===== src/rtl/frame_buffer_ctrl_pkg.sv =====
// Shared types and defaults for the camera frame buffer sequencer.
// The FSM state encoding lives here so the controller and any checker agree on it.
package frame_buffer_ctrl_pkg;

    localparam int FB_ADDR_W      = 16;
    localparam int FB_DATA_W      = 16;
    localparam int FB_FRAME_WORDS = 19200;

    typedef enum logic [2:0] {
        ST_IDLE     = 3'd0,
        ST_ARMED    = 3'd1,
        ST_CAPTURE  = 3'd2,
        ST_RD_ISSUE = 3'd3,
        ST_RD_WAIT  = 3'd4,
        ST_RD_HOLD  = 3'd5
    } fb_state_e;

endpackage


===== src/rtl/frame_buffer_ctrl_if.sv =====
// Bundle of the pixel capture, replay stream, status and bigram port signals.
// The controller connects through the slave modport; its environment uses master.
interface frame_buffer_ctrl_if #(
    parameter int ADDR_W = 16,
    parameter int DATA_W = 16
);
    logic              cap_start;
    logic              pix_vsync;
    logic              pix_valid;
    logic [DATA_W-1:0] pix_data;
    logic              rd_start;
    logic              rd_valid;
    logic              rd_ready;
    logic [DATA_W-1:0] rd_data;
    logic              busy;
    logic              frame_done;
    logic [ADDR_W:0]   frame_len;
    logic [ADDR_W-1:0] ram_addr;
    logic [DATA_W-1:0] ram_din;
    logic              ram_wren;
    logic [DATA_W-1:0] ram_dout;

    modport slave (
        input  cap_start, pix_vsync, pix_valid, pix_data, rd_start, rd_ready, ram_dout,
        output rd_valid, rd_data, busy, frame_done, frame_len, ram_addr, ram_din, ram_wren
    );

    modport master (
        output cap_start, pix_vsync, pix_valid, pix_data, rd_start, rd_ready, ram_dout,
        input  rd_valid, rd_data, busy, frame_done, frame_len, ram_addr, ram_din, ram_wren
    );
endinterface


===== src/rtl/frame_buffer_ctrl.sv =====
// Captures one camera frame into the bigram store and replays it over a valid/ready stream.
// Sole master of the RAM port; every output comes straight from a register.
module frame_buffer_ctrl
    import frame_buffer_ctrl_pkg::*;
#(
    parameter int ADDR_W      = FB_ADDR_W,
    parameter int DATA_W      = FB_DATA_W,
    parameter int FRAME_WORDS = FB_FRAME_WORDS
) (
    input  logic                  clk_ram,
    input  logic                  rst_n,
    frame_buffer_ctrl_if.slave    bus
);

    localparam logic [ADDR_W:0] FW_LEN  = (ADDR_W + 1)'(FRAME_WORDS);
    localparam logic [ADDR_W:0] FW_LAST = FW_LEN - {{ADDR_W{1'b0}}, 1'b1};
    localparam logic [ADDR_W:0] PTR_ONE = {{ADDR_W{1'b0}}, 1'b1};

    fb_state_e         state_q, state_d;
    logic [ADDR_W:0]   wr_ptr_q, wr_ptr_d;
    logic [ADDR_W:0]   rd_ptr_q, rd_ptr_d;
    logic [ADDR_W-1:0] ram_addr_q, ram_addr_d;
    logic [DATA_W-1:0] ram_din_q, ram_din_d;
    logic              ram_wren_q, ram_wren_d;
    logic [DATA_W-1:0] rd_data_q, rd_data_d;
    logic              rd_valid_q, rd_valid_d;
    logic              busy_q, busy_d;
    logic              frame_done_q, frame_done_d;
    logic [ADDR_W:0]   frame_len_q, frame_len_d;
    logic [ADDR_W:0]   wr_ptr_inc_s;
    logic [ADDR_W:0]   rd_ptr_inc_s;
    logic              wr_last_s;

    assign wr_ptr_inc_s = wr_ptr_q + PTR_ONE;
    assign rd_ptr_inc_s = rd_ptr_q + PTR_ONE;
    assign wr_last_s    = (wr_ptr_q == FW_LAST);

    // Next-state and next-output logic for capture and replay sequencing.
    always_comb begin
        state_d      = state_q;
        wr_ptr_d     = wr_ptr_q;
        rd_ptr_d     = rd_ptr_q;
        ram_addr_d   = ram_addr_q;
        ram_din_d    = ram_din_q;
        ram_wren_d   = 1'b0;
        rd_data_d    = rd_data_q;
        rd_valid_d   = rd_valid_q;
        frame_done_d = frame_done_q;
        frame_len_d  = frame_len_q;

        case (state_q)
            ST_IDLE: begin
                if (bus.cap_start) begin
                    state_d      = ST_ARMED;
                    frame_done_d = 1'b0;
                    frame_len_d  = '0;
                    wr_ptr_d     = '0;
                end else if (bus.rd_start && frame_done_q && (frame_len_q != '0)) begin
                    state_d    = ST_RD_ISSUE;
                    ram_addr_d = '0;
                    rd_ptr_d   = '0;
                end else begin
                    state_d = ST_IDLE;
                end
            end

            ST_ARMED: begin
                if (bus.pix_vsync) begin
                    state_d = ST_CAPTURE;
                    if (bus.pix_valid) begin
                        ram_addr_d = wr_ptr_q[ADDR_W-1:0];
                        ram_din_d  = bus.pix_data;
                        ram_wren_d = 1'b1;
                        wr_ptr_d   = wr_ptr_inc_s;
                        if (wr_last_s) begin
                            state_d      = ST_IDLE;
                            frame_len_d  = FW_LEN;
                            frame_done_d = 1'b1;
                        end else begin
                            state_d = ST_CAPTURE;
                        end
                    end else begin
                        wr_ptr_d = wr_ptr_q;
                    end
                end else begin
                    state_d = ST_ARMED;
                end
            end

            // The last word of a full frame is kept even if vsync lands on it.
            ST_CAPTURE: begin
                if (bus.pix_valid && (wr_last_s || !bus.pix_vsync)) begin
                    ram_addr_d = wr_ptr_q[ADDR_W-1:0];
                    ram_din_d  = bus.pix_data;
                    ram_wren_d = 1'b1;
                    wr_ptr_d   = wr_ptr_inc_s;
                    if (wr_last_s) begin
                        state_d      = ST_IDLE;
                        frame_len_d  = FW_LEN;
                        frame_done_d = 1'b1;
                    end else begin
                        state_d = ST_CAPTURE;
                    end
                end else if (bus.pix_vsync) begin
                    state_d      = ST_IDLE;
                    frame_len_d  = wr_ptr_q;
                    frame_done_d = 1'b1;
                end else begin
                    state_d = ST_CAPTURE;
                end
            end

            ST_RD_ISSUE: begin
                state_d = ST_RD_WAIT;
            end

            ST_RD_WAIT: begin
                rd_data_d  = bus.ram_dout;
                rd_valid_d = 1'b1;
                state_d    = ST_RD_HOLD;
            end

            ST_RD_HOLD: begin
                if (bus.rd_ready) begin
                    rd_valid_d = 1'b0;
                    if (rd_ptr_q == (frame_len_q - PTR_ONE)) begin
                        state_d = ST_IDLE;
                    end else begin
                        rd_ptr_d   = rd_ptr_inc_s;
                        ram_addr_d = rd_ptr_inc_s[ADDR_W-1:0];
                        state_d    = ST_RD_ISSUE;
                    end
                end else begin
                    state_d = ST_RD_HOLD;
                end
            end

            default: begin
                state_d    = ST_IDLE;
                rd_valid_d = 1'b0;
            end
        endcase

        busy_d = (state_d != ST_IDLE);
    end

    // State and output registers; reset drops ram_wren and aborts any operation at once.
    always_ff @(posedge clk_ram or negedge rst_n) begin
        if (!rst_n) begin
            state_q      <= ST_IDLE;
            wr_ptr_q     <= '0;
            rd_ptr_q     <= '0;
            ram_addr_q   <= '0;
            ram_din_q    <= '0;
            ram_wren_q   <= 1'b0;
            rd_data_q    <= '0;
            rd_valid_q   <= 1'b0;
            busy_q       <= 1'b0;
            frame_done_q <= 1'b0;
            frame_len_q  <= '0;
        end else begin
            state_q      <= state_d;
            wr_ptr_q     <= wr_ptr_d;
            rd_ptr_q     <= rd_ptr_d;
            ram_addr_q   <= ram_addr_d;
            ram_din_q    <= ram_din_d;
            ram_wren_q   <= ram_wren_d;
            rd_data_q    <= rd_data_d;
            rd_valid_q   <= rd_valid_d;
            busy_q       <= busy_d;
            frame_done_q <= frame_done_d;
            frame_len_q  <= frame_len_d;
        end
    end

    assign bus.ram_addr   = ram_addr_q;
    assign bus.ram_din    = ram_din_q;
    assign bus.ram_wren   = ram_wren_q;
    assign bus.rd_data    = rd_data_q;
    assign bus.rd_valid   = rd_valid_q;
    assign bus.busy       = busy_q;
    assign bus.frame_done = frame_done_q;
    assign bus.frame_len  = frame_len_q;

endmodule

===== src/flat_wrapper.sv =====
// flat-port wrapper written by rule: the top's interface ports become plain ports
module frame_buffer_ctrl_flat import frame_buffer_ctrl_pkg::*;
#(
    parameter int ADDR_W      = FB_ADDR_W,
    parameter int DATA_W      = FB_DATA_W,
    parameter int FRAME_WORDS = FB_FRAME_WORDS
)
  (clk_ram, rst_n, bus_cap_start, bus_pix_vsync, bus_pix_valid, bus_pix_data, bus_rd_start, bus_rd_ready, bus_ram_dout, bus_rd_valid, bus_rd_data, bus_busy, bus_frame_done, bus_frame_len, bus_ram_addr, bus_ram_din, bus_ram_wren);
  frame_buffer_ctrl_if #(.ADDR_W(ADDR_W), .DATA_W(DATA_W)) bus_i ();
  input  logic clk_ram;
  input  logic rst_n;
  input wire logic [$bits(bus_i.cap_start)-1:0] bus_cap_start;
  input wire logic [$bits(bus_i.pix_vsync)-1:0] bus_pix_vsync;
  input wire logic [$bits(bus_i.pix_valid)-1:0] bus_pix_valid;
  input wire logic [$bits(bus_i.pix_data)-1:0] bus_pix_data;
  input wire logic [$bits(bus_i.rd_start)-1:0] bus_rd_start;
  input wire logic [$bits(bus_i.rd_ready)-1:0] bus_rd_ready;
  input wire logic [$bits(bus_i.ram_dout)-1:0] bus_ram_dout;
  output wire logic [$bits(bus_i.rd_valid)-1:0] bus_rd_valid;
  output wire logic [$bits(bus_i.rd_data)-1:0] bus_rd_data;
  output wire logic [$bits(bus_i.busy)-1:0] bus_busy;
  output wire logic [$bits(bus_i.frame_done)-1:0] bus_frame_done;
  output wire logic [$bits(bus_i.frame_len)-1:0] bus_frame_len;
  output wire logic [$bits(bus_i.ram_addr)-1:0] bus_ram_addr;
  output wire logic [$bits(bus_i.ram_din)-1:0] bus_ram_din;
  output wire logic [$bits(bus_i.ram_wren)-1:0] bus_ram_wren;
  assign bus_i.cap_start = bus_cap_start;
  assign bus_i.pix_vsync = bus_pix_vsync;
  assign bus_i.pix_valid = bus_pix_valid;
  assign bus_i.pix_data = bus_pix_data;
  assign bus_i.rd_start = bus_rd_start;
  assign bus_i.rd_ready = bus_rd_ready;
  assign bus_i.ram_dout = bus_ram_dout;
  assign bus_rd_valid = bus_i.rd_valid;
  assign bus_rd_data = bus_i.rd_data;
  assign bus_busy = bus_i.busy;
  assign bus_frame_done = bus_i.frame_done;
  assign bus_frame_len = bus_i.frame_len;
  assign bus_ram_addr = bus_i.ram_addr;
  assign bus_ram_din = bus_i.ram_din;
  assign bus_ram_wren = bus_i.ram_wren;
  frame_buffer_ctrl #(.ADDR_W(ADDR_W), .DATA_W(DATA_W), .FRAME_WORDS(FRAME_WORDS)) u_core (.clk_ram(clk_ram), .rst_n(rst_n), .bus(bus_i));
endmodule

===== config.mk =====
export PLATFORM = sky130hd
export DESIGN_NAME = frame_buffer_ctrl_flat
export DESIGN_NICKNAME = d
export VERILOG_FILES = /design/src/rtl/frame_buffer_ctrl_pkg.sv /design/src/rtl/frame_buffer_ctrl_if.sv /design/src/rtl/frame_buffer_ctrl.sv /design/src/flat_wrapper.sv
export SDC_FILE = /design/constraint.sdc
export NUM_CORES = 1
export LEC_CHECK = 0
export BUFFER_PORTS_ARGS = -buffer_cell sky130_fd_sc_hd__buf_2
export CAP_MARGIN = 10
export CORE_MARGIN = 8
export CORE_UTILIZATION = 60
export CTS_BUF_LIST = sky130_fd_sc_hd__clkbuf_2 sky130_fd_sc_hd__clkbuf_4 sky130_fd_sc_hd__clkbuf_8
export DETAILED_ROUTE_END_ITERATION = 16
export PLACE_DENSITY = 0.93
export SYNTH_ARGS = -nofsm -noshare
export SYNTH_HDL_FRONTEND = slang
export SYNTH_SLANG_ARGS = --single-unit
export TNS_END_PERCENT = 30

===== constraint.sdc =====
create_clock -name clk_ram -period 7.13 [get_ports clk_ram]
set_clock_uncertainty 0.15 [all_clocks]
set_input_delay 1.426 -clock clk_ram [delete_from_list [all_inputs] [get_ports clk_ram]]
set_output_delay 1.426 -clock clk_ram [all_outputs]
set_load 0.01 [all_outputs]

==> metrics.txt, run 1 <==
FFs w/ async S/R, synth 100%; Crit Path Max Fanout 17; Layout area overhead 14.3%; Slew HR 22.2%; global route overflow 0; status finished, final reports clean; core area 9240 µm²; # IOs 108; CP arrival 3.98 ns; RSZ-0062 raised after global routing no; pin count of the biggest net entering global routing 67; crit end category flip-flop; clock sink count 106; die width 113 µm; setup repair bufs after CTS 0; die height 113 µm; final net count 696; max-cap violations 0; Root Driver clkbuf_8; period utilisation layout 54.3%; full die area 12800 µm²; endpoints failing hold 0; CTS Hold Bufs 0; crit path time final 3.87 ns; post-cts repair resize count 0; standby leakage power 2.99 nW; Main synth FF type dfrtp_1; Slew @ Worst Pin 1.16 ns; vias in the first global route 5078; DPL Wire Length 11900 µm; H-tree depth 3; drt drc 0; worst path required time 7.23 ns; Final TNS setup 0 ns; final wirelength 16000 µm; Worst-path clk slew 0.10 ns; total number of yosys warnings 0; Yosys cell types 60; commonest cells after routing, fill and taps aside 106 x buf_2, 106 x dfrtp_1, 45 x mux2_2; register area share after synthesis 46.6%; Synth Instances 564; IO buf count 107; Pins Over Slew Limit 0; insertion delay to the later sink of the worst-skew pair 0.38 ns; Longest Clk Path Bufs 2; DP Worst Slack 3.32 ns; worst setup margin 3.26 ns; Post-synth EDFFs 0; startpoint types flip-flop; drt via density 6.31; DR iter-0 viols 415; CTS tree yes; initial antenna violation count 1; FILL cells 692; final setup violation count 0; standard-cell row count 35; register bit total from synthesis 106; fmax 258 MHz; initial core utilization 61.5%; Avg Cell Area, Syn 10.1 µm²; DR WL/cell 20.2 µm; GR Util All Layers 25.1%; via count 4978; PwrDens 341 nW/µm²; Syn Nets 606; global-route wire length before repair 25800 µm; Routed Antenna Nets 0; HP Class flip-flop to flip-flop; DR pass1 iterations 5; number of buffers created by CTS 9; Max IR drop VDD 0.000230 V; layout cell share with drive strength beyond 1 28.4%; Cell Area, Synth 5690 µm²; Setup Crit Path Kind flip-flop to flip-flop; Final GP Congestion 0.987
==> cell usage after synthesis (all sizes together) (2+ instances only) <==
library cell	number	area, µm²
a22oi	6	58.8
or3	6	42.5
and4	2	17.5
nand2b	3	18.8
and3	14	87.6
o31ai	3	22.5
a32oi	2	17.5
buf	4	20.0
ha	3	37.5
and2	4	25.0
nor2b	5	31.3
nand2	41	154
o2bb2ai	3	26.3
nor3	16	85.1
dfrtp	106	2650
nor4	9	92.6
nand4b	2	17.5
or2	2	12.5
a31oi	2	12.5
or3b	2	17.5
inv	26	97.6
a21o	2	15.0
nand3b	2	15.0
nand3	15	75.1
mux2	45	507
nor3b	2	15.0
o31a	2	17.5
clkbuf	27	101
a21oi	22	114
a32o	3	30.0
nor2	39	146
xor2	17	149
mux2i	5	50.1
a211oi	4	30.0
o22ai	4	25.0
nand4	20	131
xnor2	32	280
o211ai	9	67.6
a22o	15	131
o21ai	29	145
==> stage by stage <==
stage	hold slack, ns	power, mW	instance area [µm²]	utilization, %	instances
global route	0.381	2.35	6500	70.3	789
finish	0.364	2.22	6500	70.3	789
floorplan	0.356	1.54	5690	-	564
CTS	0.367	2.21	6490	70.3	787
detailed placement	0.342	1.85	6300	68.2	771
global placement	0.335	1.81	6300	68.2	771
==> logic make-up after synthesis <==
kind of cell	share of synthesized area (%)
fa+ha+maj	0.660
buf+inv	3.85
mux	9.79
flops	46.6
simple gates	17.7
xor+xnor	7.55
compound gates	13.8
==> critical path, cell delays in order, from the launching register on <==
cell and delay, ns:
dfrtp_1 0.48, inv_1 0.09, ha_1 0.17, nor3b_1 0.54
nand4b_1 0.27, mux2_2 0.29, o22ai_1 0.11, nor4_4 0.43
a21oi_2 0.29, or3_4 0.45, or4_4 0.48
==> power breakdown <==
| part | switching (mW) | total (mW) | internal [mW] |
|---|---|---|---|
| Sequential | 0.165 | 0.929 | 0.764 |
| Clock | 0.225 | 0.364 | 0.139 |
| Combinational | 0.517 | 0.926 | 0.410 |
==> flip-flops by register name, summed over array words and instances (netlist names), 3 cells and up <==
name,flops
u_core.bus.ram_addr,16
u_core.state_q,3
u_core.bus.rd_data,16
u_core.rd_ptr_q,17
u_core.bus.ram_din,16
u_core.bus.frame_len,17
u_core.wr_ptr_q,17
==> final cells by class <==
class / instances / area (µm²) / area share [%]
clock buffer: 10 / 131 / 2.02
multi-input combinational: 401 / 2830 / 43.6
inverter: 26 / 97.6 / 1.50
timing repair buffer: 110 / 558 / 8.59
clock inverter: 6 / 62.6 / 0.963
antenna: 1 / 2.50 / 0.0385
sequential: 106 / 2650 / 40.8
tap: 129 / 161 / 2.48
==> final timing paths <==
check,slack (ns),from,to,cells past startpoint
worst min-delay path,0.36,u_core.bus.rd_data[7],u_core.bus.rd_data[7],1
worst min register to register,0.36,u_core.bus.rd_data[7],u_core.bus.rd_data[7],1
min in group asynchronous,0.87,rst_n,u_core.rd_ptr_q[4],1
worst max-delay path,3.26,u_core.bus.frame_len[0],u_core.bus.busy,10
max in group asynchronous,4.72,rst_n,u_core.wr_ptr_q[8],2
worst max register to register,3.26,u_core.bus.frame_len[0],u_core.bus.busy,10
==> metal layers <==
| layer | vias to the layer above | GRT usage, % | share of wire [%] |
|---|---|---|---|
| met4 | 0 | 10.7 | 2.9 |
| met3 | 36 | 7.19 | 10 |
| met5 | - | 0 | 0 |
| li1 | 2215 | - | - |
| met1 | 2428 | 30.4 | 39 |
| met2 | 299 | 40.9 | 48 |
(Power assumes the default switching activity.)
==> run 2: changes to the inputs <==
--- a/config.mk
+++ b/config.mk
@@ -8,10 +8,10 @@
 export BUFFER_PORTS_ARGS = -buffer_cell sky130_fd_sc_hd__buf_2
 export CAP_MARGIN = 10
 export CORE_MARGIN = 8
-export CORE_UTILIZATION = 60
+export CORE_UTILIZATION = 58
 export CTS_BUF_LIST = sky130_fd_sc_hd__clkbuf_2 sky130_fd_sc_hd__clkbuf_4 sky130_fd_sc_hd__clkbuf_8
 export DETAILED_ROUTE_END_ITERATION = 16
-export PLACE_DENSITY = 0.93
+export PLACE_DENSITY = 0.91
 export SYNTH_ARGS = -nofsm -noshare
 export SYNTH_HDL_FRONTEND = slang
 export SYNTH_SLANG_ARGS = --single-unit
==> constraint.sdc (replaced) <==
create_clock -name clk_ram -period 3.65 [get_ports clk_ram]
set_clock_uncertainty 0.15 [all_clocks]
set_input_delay 0.73 -clock clk_ram [delete_from_list [all_inputs] [get_ports clk_ram]]
set_output_delay 0.73 -clock clk_ram [all_outputs]
set_load 0.01 [all_outputs]
==> metrics.txt, run 2 (synthesized netlist as in run 1, its figures left out) <==
DR pass1 iterations 5; initial core utilization 59.0%; FF-to-FF End u_core.rd_ptr_q[0]; global-route wire length before repair 26200 µm; Worst R2R Path Depth 9; CTS tree yes; H-tree depth 3; max-cap violations 0; R2R Setup Slk 0.29 ns; Final TNS setup 0 ns; post-cts repair resize count 0; commonest cells after routing, fill and taps aside 106 x buf_2, 106 x dfrtp_1, 45 x mux2_2; Layout area overhead 16.7%; die width 115 µm; CP arrival 3.49 ns; number of buffers created by CTS 9; Final GP Congestion 0.974; standard-cell row count 36; ant diodes 0; global route overflow 0; Crit Path Max Fanout 8; final net count 710; crit-path most repeated cell nor4_1; RSZ-0062 raised after global routing no; startpoint types flip-flop; DR iter-0 viols 328; Critical-path top delay cell nor4_1; Worst-path clk slew 0.11 ns; final setup violation count 0; HP Class input pin to async pin; standby leakage power 3.07 nW; DPL Wire Length 12200 µm; period utilisation layout 92.0%; vias in the first global route 5160; crit end category flip-flop; via count 5007; drt drc 0; Max IR drop VDD 0.000589 V; PwrDens 684 nW/µm²; full die area 13200 µm²; core area 9640 µm²; die height 115 µm; status finished, final reports clean; worst setup margin 0.291 ns; pin count of the biggest net entering global routing 50; final wirelength 16400 µm; Largest stage delay, worst path 0.97 ns; drt via density 6.21; GR Util All Layers 25.5%; IO buf count 107; initial antenna violation count 0; fmax 298 MHz; Root Driver clkbuf_8; # IOs 108; final hold slack 0.185 ns; Reg2Reg Launch Point u_core.bus.frame_len[0]; Final Instance Area 6640 µm²; DR WL/cell 20.3 µm; Longest Clk Path Bufs 2; worst path required time 3.78 ns; DP Worst Slack 0.148 ns; insertion delay to the later sink of the worst-skew pair 0.39 ns; Routed Antenna Nets 0; Slew HR 23.5%; clock sink count 106; Pins Over Slew Limit 0; layout cell share with drive strength beyond 1 29.9%; crit path time final 3.36 ns; worst path cell trace inv_1, ha_1, nor3b_1, buf_4, nand4_1, nor4_1, nor4_1, o22ai_1, mux2_2; DP Area 6380 µm²; Setup Crit Path Kind flip-flop to flip-flop; overall power 4.54 mW; Slew @ Worst Pin 1.14 ns; endpoints failing hold 0
[run 2: what timing repair did]
action | in CTS | in global routing
buffers inserted | 0 | 4
hold buffers | 0 | 0
endpoints found under the setup margin | 0 | 11
[run 2: worst max path at each step]
| stage | startpoint | to | slack [ns] |
|---|---|---|---|
| 6_report | u_core.bus.frame_len[0] | u_core.rd_ptr_q[0] | 0.29 |
| 5_1_grt | u_core.bus.frame_len[11] | u_core.bus.ram_addr[13] | 0.07 |
| 4_1_cts | u_core.bus.frame_len[0] | u_core.bus.ram_addr[6] | 0.13 |
| 3_5_place_dp | u_core.bus.frame_len[0] | u_core.bus.ram_addr[3] | 0.15 |
| 3_3_place_gp | u_core.bus.frame_len[0] | u_core.bus.ram_addr[3] | 0.29 |
| 2_1_floorplan | u_core.bus.frame_len[0] | u_core.bus.busy | 0.32 |
[run 2: layer usage]
metal	vias to the layer above	wire length, µm	track usage (%)
li1	2237	-	-
met1	2431	6360	30.7
met2	275	7730	41.1
met3	64	1620	6.93
met4	0	667	13.0
met5	-	0	0
[run 2: layout make-up]
cell class | count | area (µm²)
multi-input cells | 401 | 2830
repair buffers | 124 | 678
fillers | 779 | 3000
flip-flops and latches | 106 | 2650
clock inverters | 7 | 87.6
well taps | 133 | 166
clock buffers | 9 | 124
inverters | 26 | 97.6
[run 2: power by group]
group / leakage [nW] / internal (mW) / switching [mW]
combinational: 1.59 / 0.897 / 1.05
clock: 0.104 / 0.330 / 0.444
sequential: 1.38 / 1.49 / 0.332
total: 3.07 / 2.72 / 1.82
[run 2: through the flow]
step / util, % / cells
CTS: 68.4 / 802
finish: 68.9 / 806
floorplan: - / 564
detailed placement: 66.2 / 786
global placement: 66.2 / 786
global route: 68.9 / 806
[run 2: critical path, delay by kind of cell, from the launching register on]
kind	cells	cell delay (ns)
AND/OR/NAND/NOR	4	1.44
flip-flops	1	0.49
multiplexers	1	0.37
AO/OA/AOI/OAI	1	0.34
buffers and inverters	2	0.25
adder cells (fa/ha/maj)	1	0.23
